$ cat config.mk
export PLATFORM = sky130hd
export DESIGN_NAME = ppu_fixed_accumulator
export DESIGN_NICKNAME = d
export VERILOG_FILES = /design/src/rtl/ppu_pkg.sv /design/src/rtl/ppu_fixed_accumulator.sv
export SDC_FILE = /design/constraint.sdc
export NUM_CORES = 1
export LEC_CHECK = 0
export ABC_CLOCK_PERIOD_IN_PS = 3400
export CAP_MARGIN = 10
export CORE_ASPECT_RATIO = 1.75
export CORE_MARGIN = 5
export CORE_UTILIZATION = 53
export DETAILED_ROUTE_END_ITERATION = 16
export MAX_ROUTING_LAYER = met4
export PLACE_DENSITY = 0.77
export SLEW_MARGIN = 20
export SYNTH_ARGS = -nofsm -noshare
export SYNTH_HDL_FRONTEND = slang
export SYNTH_SLANG_ARGS = --single-unit
export TNS_END_PERCENT = 10
$ cat constraint.sdc
create_clock -name clk_i -period 3.4 [get_ports clk_i]
set_clock_uncertainty 0.05 [all_clocks]
set_input_delay 0.68 -clock clk_i [delete_from_list [all_inputs] [get_ports clk_i]]
set_output_delay 0.68 -clock clk_i [all_outputs]
set_load 0.01 [all_outputs]
$ cat src/rtl/ppu_pkg.sv
// Shared PPU types and helpers: accumulator FSM encoding and a width-generic
// saturating adder used by the accumulation stage.
package ppu_pkg;

  // Default width of the core-ops fixed-point word.
  localparam int FX_B           = 16;
  localparam int ACC_GUARD_BITS = 8;

  // The adder works on operands sign-extended to this width so that one
  // function serves any accumulator width up to SAT_MAX_W bits.
  localparam int SAT_MAX_W = 64;

  typedef enum logic [1:0] {
    IDLE  = 2'd0,
    ACCUM = 2'd1,
    DONE  = 2'd2
  } acc_state_e;

  typedef struct packed {
    logic signed [SAT_MAX_W-1:0] sum;
    logic                        ovf;
  } sat_res_t;

  // a and b must already lie inside the signed acc_w-bit range; the sum is
  // exact one bit wider, then clamped to that range.
  function automatic sat_res_t sat_add(input logic signed [SAT_MAX_W-1:0] a,
                                       input logic signed [SAT_MAX_W-1:0] b,
                                       input int unsigned                 acc_w);
    logic signed [SAT_MAX_W:0] s;
    logic signed [SAT_MAX_W:0] hi;
    logic signed [SAT_MAX_W:0] lo;
    sat_res_t                  r;
    s  = $signed({a[SAT_MAX_W-1], a}) + $signed({b[SAT_MAX_W-1], b});
    hi = ($signed({{SAT_MAX_W{1'b0}}, 1'b1}) <<< (acc_w - 1)) - $signed({{SAT_MAX_W{1'b0}}, 1'b1});
    lo = ~hi;
    if (s > hi) begin
      r.sum = hi[SAT_MAX_W-1:0];
      r.ovf = 1'b1;
    end else if (s < lo) begin
      r.sum = lo[SAT_MAX_W-1:0];
      r.ovf = 1'b1;
    end else begin
      r.sum = s[SAT_MAX_W-1:0];
      r.ovf = 1'b0;
    end
    return r;
  endfunction

endpackage

$ cat src/rtl/ppu_fixed_accumulator.sv
// Accumulates a stream of signed fixed-point products into a guard-extended,
// saturating register and hands the final sum downstream via valid/ready.
module ppu_fixed_accumulator
  import ppu_pkg::*;
#(
  parameter  int FX_W       = FX_B,
  parameter  int GUARD_BITS = ACC_GUARD_BITS,
  parameter  int CNT_W      = 16,
  localparam int ACC_W      = FX_W + GUARD_BITS
) (
  input  logic             clk_i,
  input  logic             rst_ni,
  input  logic [FX_W-1:0]  fixed_i,
  input  logic             valid_i,
  input  logic             last_i,
  input  logic             clear_i,
  output logic             ready_o,
  output logic [ACC_W-1:0] acc_o,
  output logic             acc_valid_o,
  input  logic             acc_ready_i,
  output logic [CNT_W-1:0] count_o,
  output logic             overflow_o
);

  acc_state_e       state_q, state_d;
  logic [ACC_W-1:0] acc_q, acc_d;
  logic [CNT_W-1:0] count_q, count_d;
  logic             ovf_q, ovf_d;
  logic             valid_q;
  logic             beat;

  logic [SAT_MAX_W-1:0] acc_wide;
  logic [SAT_MAX_W-1:0] fx_wide;
  sat_res_t             add_res;
  logic                 unused_ok;

  assign ready_o = (state_q != DONE);
  assign beat    = valid_i && ready_o;

  assign fx_wide  = {{(SAT_MAX_W-FX_W){fixed_i[FX_W-1]}}, fixed_i};
  assign acc_wide = {{(SAT_MAX_W-ACC_W){acc_q[ACC_W-1]}}, acc_q};
  assign add_res  = sat_add(acc_wide, fx_wide, ACC_W);
  // After clamping, the bits above ACC_W are pure sign copies.
  assign unused_ok = ^add_res.sum[SAT_MAX_W-1:ACC_W];

  // NOTE: every signal driven here gets a default first, so no path through
  // the case statement can leave one unassigned and infer a latch.
  always_comb begin
    state_d = state_q;
    acc_d   = acc_q;
    count_d = count_q;
    ovf_d   = ovf_q;
    if (clear_i) begin
      state_d = IDLE;
      acc_d   = '0;
      count_d = '0;
      ovf_d   = 1'b0;
    end else begin
      unique case (state_q)
        IDLE: if (beat) begin
          acc_d   = fx_wide[ACC_W-1:0];
          count_d = CNT_W'(1);
          ovf_d   = 1'b0;
          state_d = last_i ? DONE : ACCUM;
        end
        ACCUM: if (beat) begin
          acc_d   = add_res.sum[ACC_W-1:0];
          ovf_d   = ovf_q | add_res.ovf;
          count_d = (&count_q) ? count_q : count_q + CNT_W'(1);
          if (last_i) state_d = DONE;
        end
        DONE: if (acc_ready_i) begin
          state_d = IDLE;
          acc_d   = '0;
          count_d = '0;
          ovf_d   = 1'b0;
        end
        default: state_d = IDLE;
      endcase
    end
  end

  // NOTE: state registers use non-blocking assignments so every flop samples
  // the pre-edge values regardless of process ordering.
  always_ff @(posedge clk_i or negedge rst_ni) begin
    if (!rst_ni) begin
      state_q <= IDLE;
      acc_q   <= '0;
      count_q <= '0;
      ovf_q   <= 1'b0;
      valid_q <= 1'b0;
    end else begin
      state_q <= state_d;
      acc_q   <= acc_d;
      count_q <= count_d;
      ovf_q   <= ovf_d;
      valid_q <= (state_d == DONE);
    end
  end

  assign acc_o       = acc_q;
  assign count_o     = count_q;
  assign overflow_o  = ovf_q;
  assign acc_valid_o = valid_q;

endmodule
Yosys cells after proc, flatten, opt, wreduce, memory -nomap -nowiden
Index checks and enable logic that the tools add are counted.
{ "op_classes": {"n_lt_le_gt_ge": 2, "n_eq_ne": 8, "muxes": 25, "div": 0, "n_reduce_logical": 6, "bitwise": 1, "shift": 0, "addsub": 2, "n_mul": 0} }
{ "op_table": {"columns": ["op", "n"], "rows": [
  ["24-bit two-way mux", 4],
  ["16-bit two-way mux", 5],
  ["24-bit case mux with 3 select lines", 1],
  ["25-bit two-way mux", 2],
  ["16-bit case mux with 3 select lines", 1],
  ["24-bit by 16-bit adder with 25-bit output", 1],
  ["25-bit by 24-bit greater-than comparator with 1-bit output (second input constant)", 1],
  ["25-bit by 24-bit < comparator with 1-bit output (second input constant)", 1],
  ["16-bit by 1-bit adder with 16-bit output (second input constant)", 1],
  ["16-bit AND reduction", 1],
  ["2-bit two-way mux", 6],
  ["3-bit inequality test (second input constant)", 4],
  ["2-bit case mux with 3 select lines", 1],
  ["5-bit AND reduction", 1],
  ["2-bit == test (second input constant)", 2],
  ["1-bit two-way mux", 4],
  ["4-bit AND reduction", 1],
  ["4-bit nonzero test", 1],
  ["1-bit case mux with 3 select lines", 1],
  ["2-bit by 1-bit == test with 1-bit output (second input constant)", 1],
  ["2-bit logical NOT", 1],
  ["2-bit inequality test (second input constant)", 1],
  ["1-bit logical AND", 1],
  ["1-bit bitwise OR", 1]
]} }
{ "totals": {"latch_bits": 0, "elab_cells": 49, "inputBits": 22, "mem_bits_ro": 0, "mem_bits_rw": 0, "output_inout_bits": 43, "n_memories": 0, "reg_bits": 44} }

Longest topological paths before layout
{ "depth": {"ltp_word": 8, "ltp_mapped": 12, "depth_no_buf": 11} }

Worst setup path before layout
Ideal clock, no wire load.
{ "synth_timing": {"kind": "input to register", "startpoint": "in fixed_i[0]", "endpoint": "reg acc_q[10] (netlist: acc_o[10])", "setup_ns": 0.087, "required_time_ns": 3.263, "setup_slack_ns": 0.341, "arrival_ns": 2.923, "path_buffers": 1, "path_stages": 12, "cell_sequence": "ha_1 inv_1 fa_1 nand2b_1 a21oi_1 o211ai_1 nand3_2 a31oi_2 mux2_4 or3_4 buf_6 o211ai_1"} }
{ "synth_between": {"elab_chain_len": 7, "word_cells_on_any_way": 8, "classes_between": "1 x add/sub; 2 x order compare; 5 x mux"} }
{ "synth_lines": {"columns": ["element", "line_no", "source"], "rows": [
  ["start, declared", "ppu_fixed_accumulator.sv:13", "input logic [FX_W-1:0] fixed_i,"],
  ["24-bit by 16-bit adder with 25-bit output *", "ppu_pkg.sv:33", "s = $signed({a[SAT_MAX_W-1], a}) + $signed({b[SAT_MAX_W-1], b});"],
  ["25-bit by 24-bit < comparator with 1-bit output", "ppu_pkg.sv:39", "end else if (s < lo) begin"],
  ["25-bit two-way mux", "ppu_pkg.sv:39", null],
  ["25-bit two-way mux *", "ppu_pkg.sv:36", "if (s > hi) begin"],
  ["24-bit two-way mux *", "ppu_fixed_accumulator.sv:66", "ACCUM: if (beat) begin"],
  ["24-bit case mux with 3 select lines *", "ppu_fixed_accumulator.sv:59", "unique case (state_q)"],
  ["24-bit two-way mux *", "ppu_fixed_accumulator.sv:53", "if (clear_i) begin"],
  ["end signal, assigned", "ppu_fixed_accumulator.sv:88", "acc_q <= '0;"],
  ["end signal, assigned", "ppu_fixed_accumulator.sv:94", "acc_q <= acc_d;"],
  ["end, declared", "ppu_fixed_accumulator.sv:26", "logic [ACC_W-1:0] acc_q, acc_d;"]
]} }
Every way passes the cells marked *; elsewhere a longest branch is shown, timed or not. The select of a mux whose other input is x is not followed.
A chain may end at the register's enable or synchronous reset.

Final worst setup path
{ "layout_timing": {"startpoint": "in fixed_i[15]", "endpoint": "reg acc_q[10] (netlist: acc_o[10])"} }
Same word-level chain as after synthesis.

==> flow_metrics.py <==
metrics = {
    "yosys": {
        "synthAdderAreaFrac_pct": 10.8,
        "ys_seq_area_share_pct": 31.2,
        "synth_top_family_by_area": "compound AO/OA/AOI/OAI gates",
        "synth_cells": 404,
        "synth_cell_types": 64,
        "synth_compound_area_share_pct": 28.5,
        "syn_area_um2": 3530,
        "synth_edf_count": 0,
        "syn-num-nets": 456,
        "synthXorXnorAreaFrac_pct": 5.21,
        "ys_async_sr_fraction_pct": 100,
        "synthSimpleGateAreaFrac_pct": 17.8,
        "synth-main-ff-cell": "dfrtp_1",
        "yosysWarnings": 0,
        "ys_ff_latch": 44,
        "syn_area_per_cell_um2": 8.74,
        "yosys-mux-area-fraction_pct": 0.993,
    },
    "timing": {
        "hold_violations": 0,
        "slew_headroom_pct": 53.2,
        "fin_ws_ps": 43.9,
        "slew_violations": 0,
        "min_period_over_period_pct": 98.7,
        "fin_crit_ps": 3360,
        "holdWs_ps": 328,
        "tns_ps": 0,
        "fmax_ghz": 0.298,
        "tightest_slew_ps": 701,
        "setup_viol_count_final": 0,
    },
    "power": {
        "p_per_area_nw_per_um2": 416,
        "peakVddDrop_mv": 0.294,
        "leakage_nw": 2.18,
    },
    "floorplan": {
        "io_pins": 65,
        "rows": 39,
        "core_um2": 6490,
        "die_h_um": 118,
        "fp.dieW_um": 71.7,
        "die_area_um2": 8460,
        "start_util_pct": 54.4,
    },
    "setup_path": {
        "cp-end-kind": "flop",
        "cp.required_ps": 3560,
        "critPathArrivalTime_ps": 3520,
        "worst-setup-path-type": "in2reg",
        "worst-path-max-fanout": 11,
        "cp-start-kind": "input pin",
    },
    "grt": {
        "groute.usage.overall_pct": 25.7,
        "grt_antenna_before_repair": 0,
        "grt_pass1_vias": 3785,
        "grt.overflow.total": 0,
        "grt_pass1_wl_um": 17200,
        "grt_max_degree": 45,
    },
    "route": {
        "vias_per_cell": 6.12,
        "ant_nets": 0,
        "dr_total_vias": 3679,
        "drt_iter0_drc": 228,
        "first_pass_iters": 5,
        "drc": 0,
        "wl_per_cell_um": 18.1,
        "wl_um": 10900,
    },
    "finish": {
        "syn2layout_area_growth_pct": 38.6,
        "layout_commonest_cell": "clkdlybuf4s50_1",
        "antennaDiodeCount": 0,
        "layout_common_cells": "63 x clkdlybuf4s50_1, 61 x buf_4, 44 x dfrtp_1",
        "fillCellCount": 486,
        "final_nets": 570,
        "drive_above_1_share_pct": 20.2,
    },
    "placed_design": {
        "dp_worst_setup_slack_ps": -371,
        "gp_congestion": 0.990,
        "port_buffers": 64,
        "place_hpwl_um": 7840,
    },
    "run_status": {
        "outcome": "completed",
    },
    "clock_tree": {
        "root_buffer": "clkbuf_16",
        "clkTransAtPathRegs_ps": 70,
        "clk_latency_ps": 290,
        "cts_tree": "done",
        "clock-sinks": 44,
        "clock_path_buffers": 2,
        "numCtsBuffers": 5,
        "htreeDepth": 2,
    },
    "hold_path": {
        "hold_class": "in2async",
    },
    "job": {
        "cap_violations": 0,
    },
}
-- layer usage --
layer,global-route usage (%),routed length [um]
met5,-,0
met1,25.3,3880
met4,12.2,388
met2,47.4,6130
met3,3.93,451
-- final timing paths --
check	start	end	slack, ps	cells past startpoint
setup / recovery	fixed_i[15]	acc_o[10]	40	10
hold reg to reg	count_o[9]	count_o[9]	480	1
max in group asynchronous	rst_ni	count_o[8]	2560	1
min in group clk_i	count_o[9]	count_o[9]	480	1
setup reg to reg	count_o[0]	count_o[7]	520	10
hold / removal	rst_ni	acc_o[3]	330	1
-- flip-flops by register name, indices dropped and copies added (netlist names) --
name and count:
acc_valid_o 1, overflow_o 1, count_o 16, state_q 2
acc_o 24
-- cells in the mapped netlist, drive strengths merged (2+ instances only) --
master  count  area share, %
dfrtp      44             31
o21ai      39            5.5
a21oi      36            5.1
nand2      34            3.6
nor2       30            3.2
ha         29             10
o211ai     19            4.2
xor2       16            4.0
clkbuf     13            2.6
a22oi      12            2.6
inv        12            1.3
nor3       10            1.4
a31oi       9            1.8
and3        9            1.7
nand4       9            1.6
a221o       8            2.3
buf         6            1.3
nand2b      6            1.1
xnor2       5            1.2
a211oi      4           0.99
a21o        4           0.89
nand3       4           0.71
o21bai      4           0.96
and2        3           0.57
and4        3           0.82
nor2b       3           0.53
nor3b       3           0.64
nor4        3           0.53
o221ai      3           0.74
o31ai       3           0.78
a211o       2           0.57
a221oi      2           0.67
and2b       2           0.46
mux2i       2           0.57
-- kinds of logic (layout without fill, tap and decap cells) --
kind of cell               count (synthesis)  in the layout
AOI/OAI and AO/OA                        151            151
xor gates and xnor gates                  21             21
adders and majority gates                 30             30
buffers and inverters                     32            146
DFF                                       44             44
muxes                                      3              3
and+or+nand+nor                          123            124
-- area by class of cell --
cell class / count / area (um^2) / share of cell area, %
clock buffer: 7 / 143 / 2.91
clock inverter: 1 / 7.51 / 0.153
inverter: 12 / 45.0 / 0.920
multi-input combinational: 329 / 2370 / 48.4
sequential: 44 / 1100 / 22.5
tap: 82 / 103 / 2.10
timing repair buffer: 126 / 1130 / 23.1
-- worst max-delay path, stage by stage --
cell and delay [ps]:
clkdlybuf4s50_1 510, buf_12 170, ha_4 220, a21oi_2 190, o211ai_1 190, a221oi_4 380
o31ai_4 150, mux2_4 360, or3_4 460, o211ai_1 200
-- per-stage QoR --
step,cell area [um^2],cells,utilization (%),total power [W]
detailed placement,4570,587,70.5,0.00146
finish,4890,601,75.4,0.00203
global route,4890,601,75.4,0.00214
floorplan,3530,404,-,0.00110
global placement,4570,587,70.5,0.00145
CTS,4730,595,72.9,0.00198
-- power breakdown --
part	leakage [nW]	switching, W	internal [W]
Sequential	0.600	0.0000478	0.000567
Clock	0.0701	0.000219	0.000293
Combinational	1.51	0.000450	0.000458
Total	2.18	0.000717	0.00132
-- repair_timing --
action	in CTS	in global routing
pin swaps	0	9
buffers inserted	0	5
hold buffers	0	0
setup endpoints to repair	1	21
gates resized for setup	2	17
gates cloned	0	1
Power figures use the tool's default switching activity.
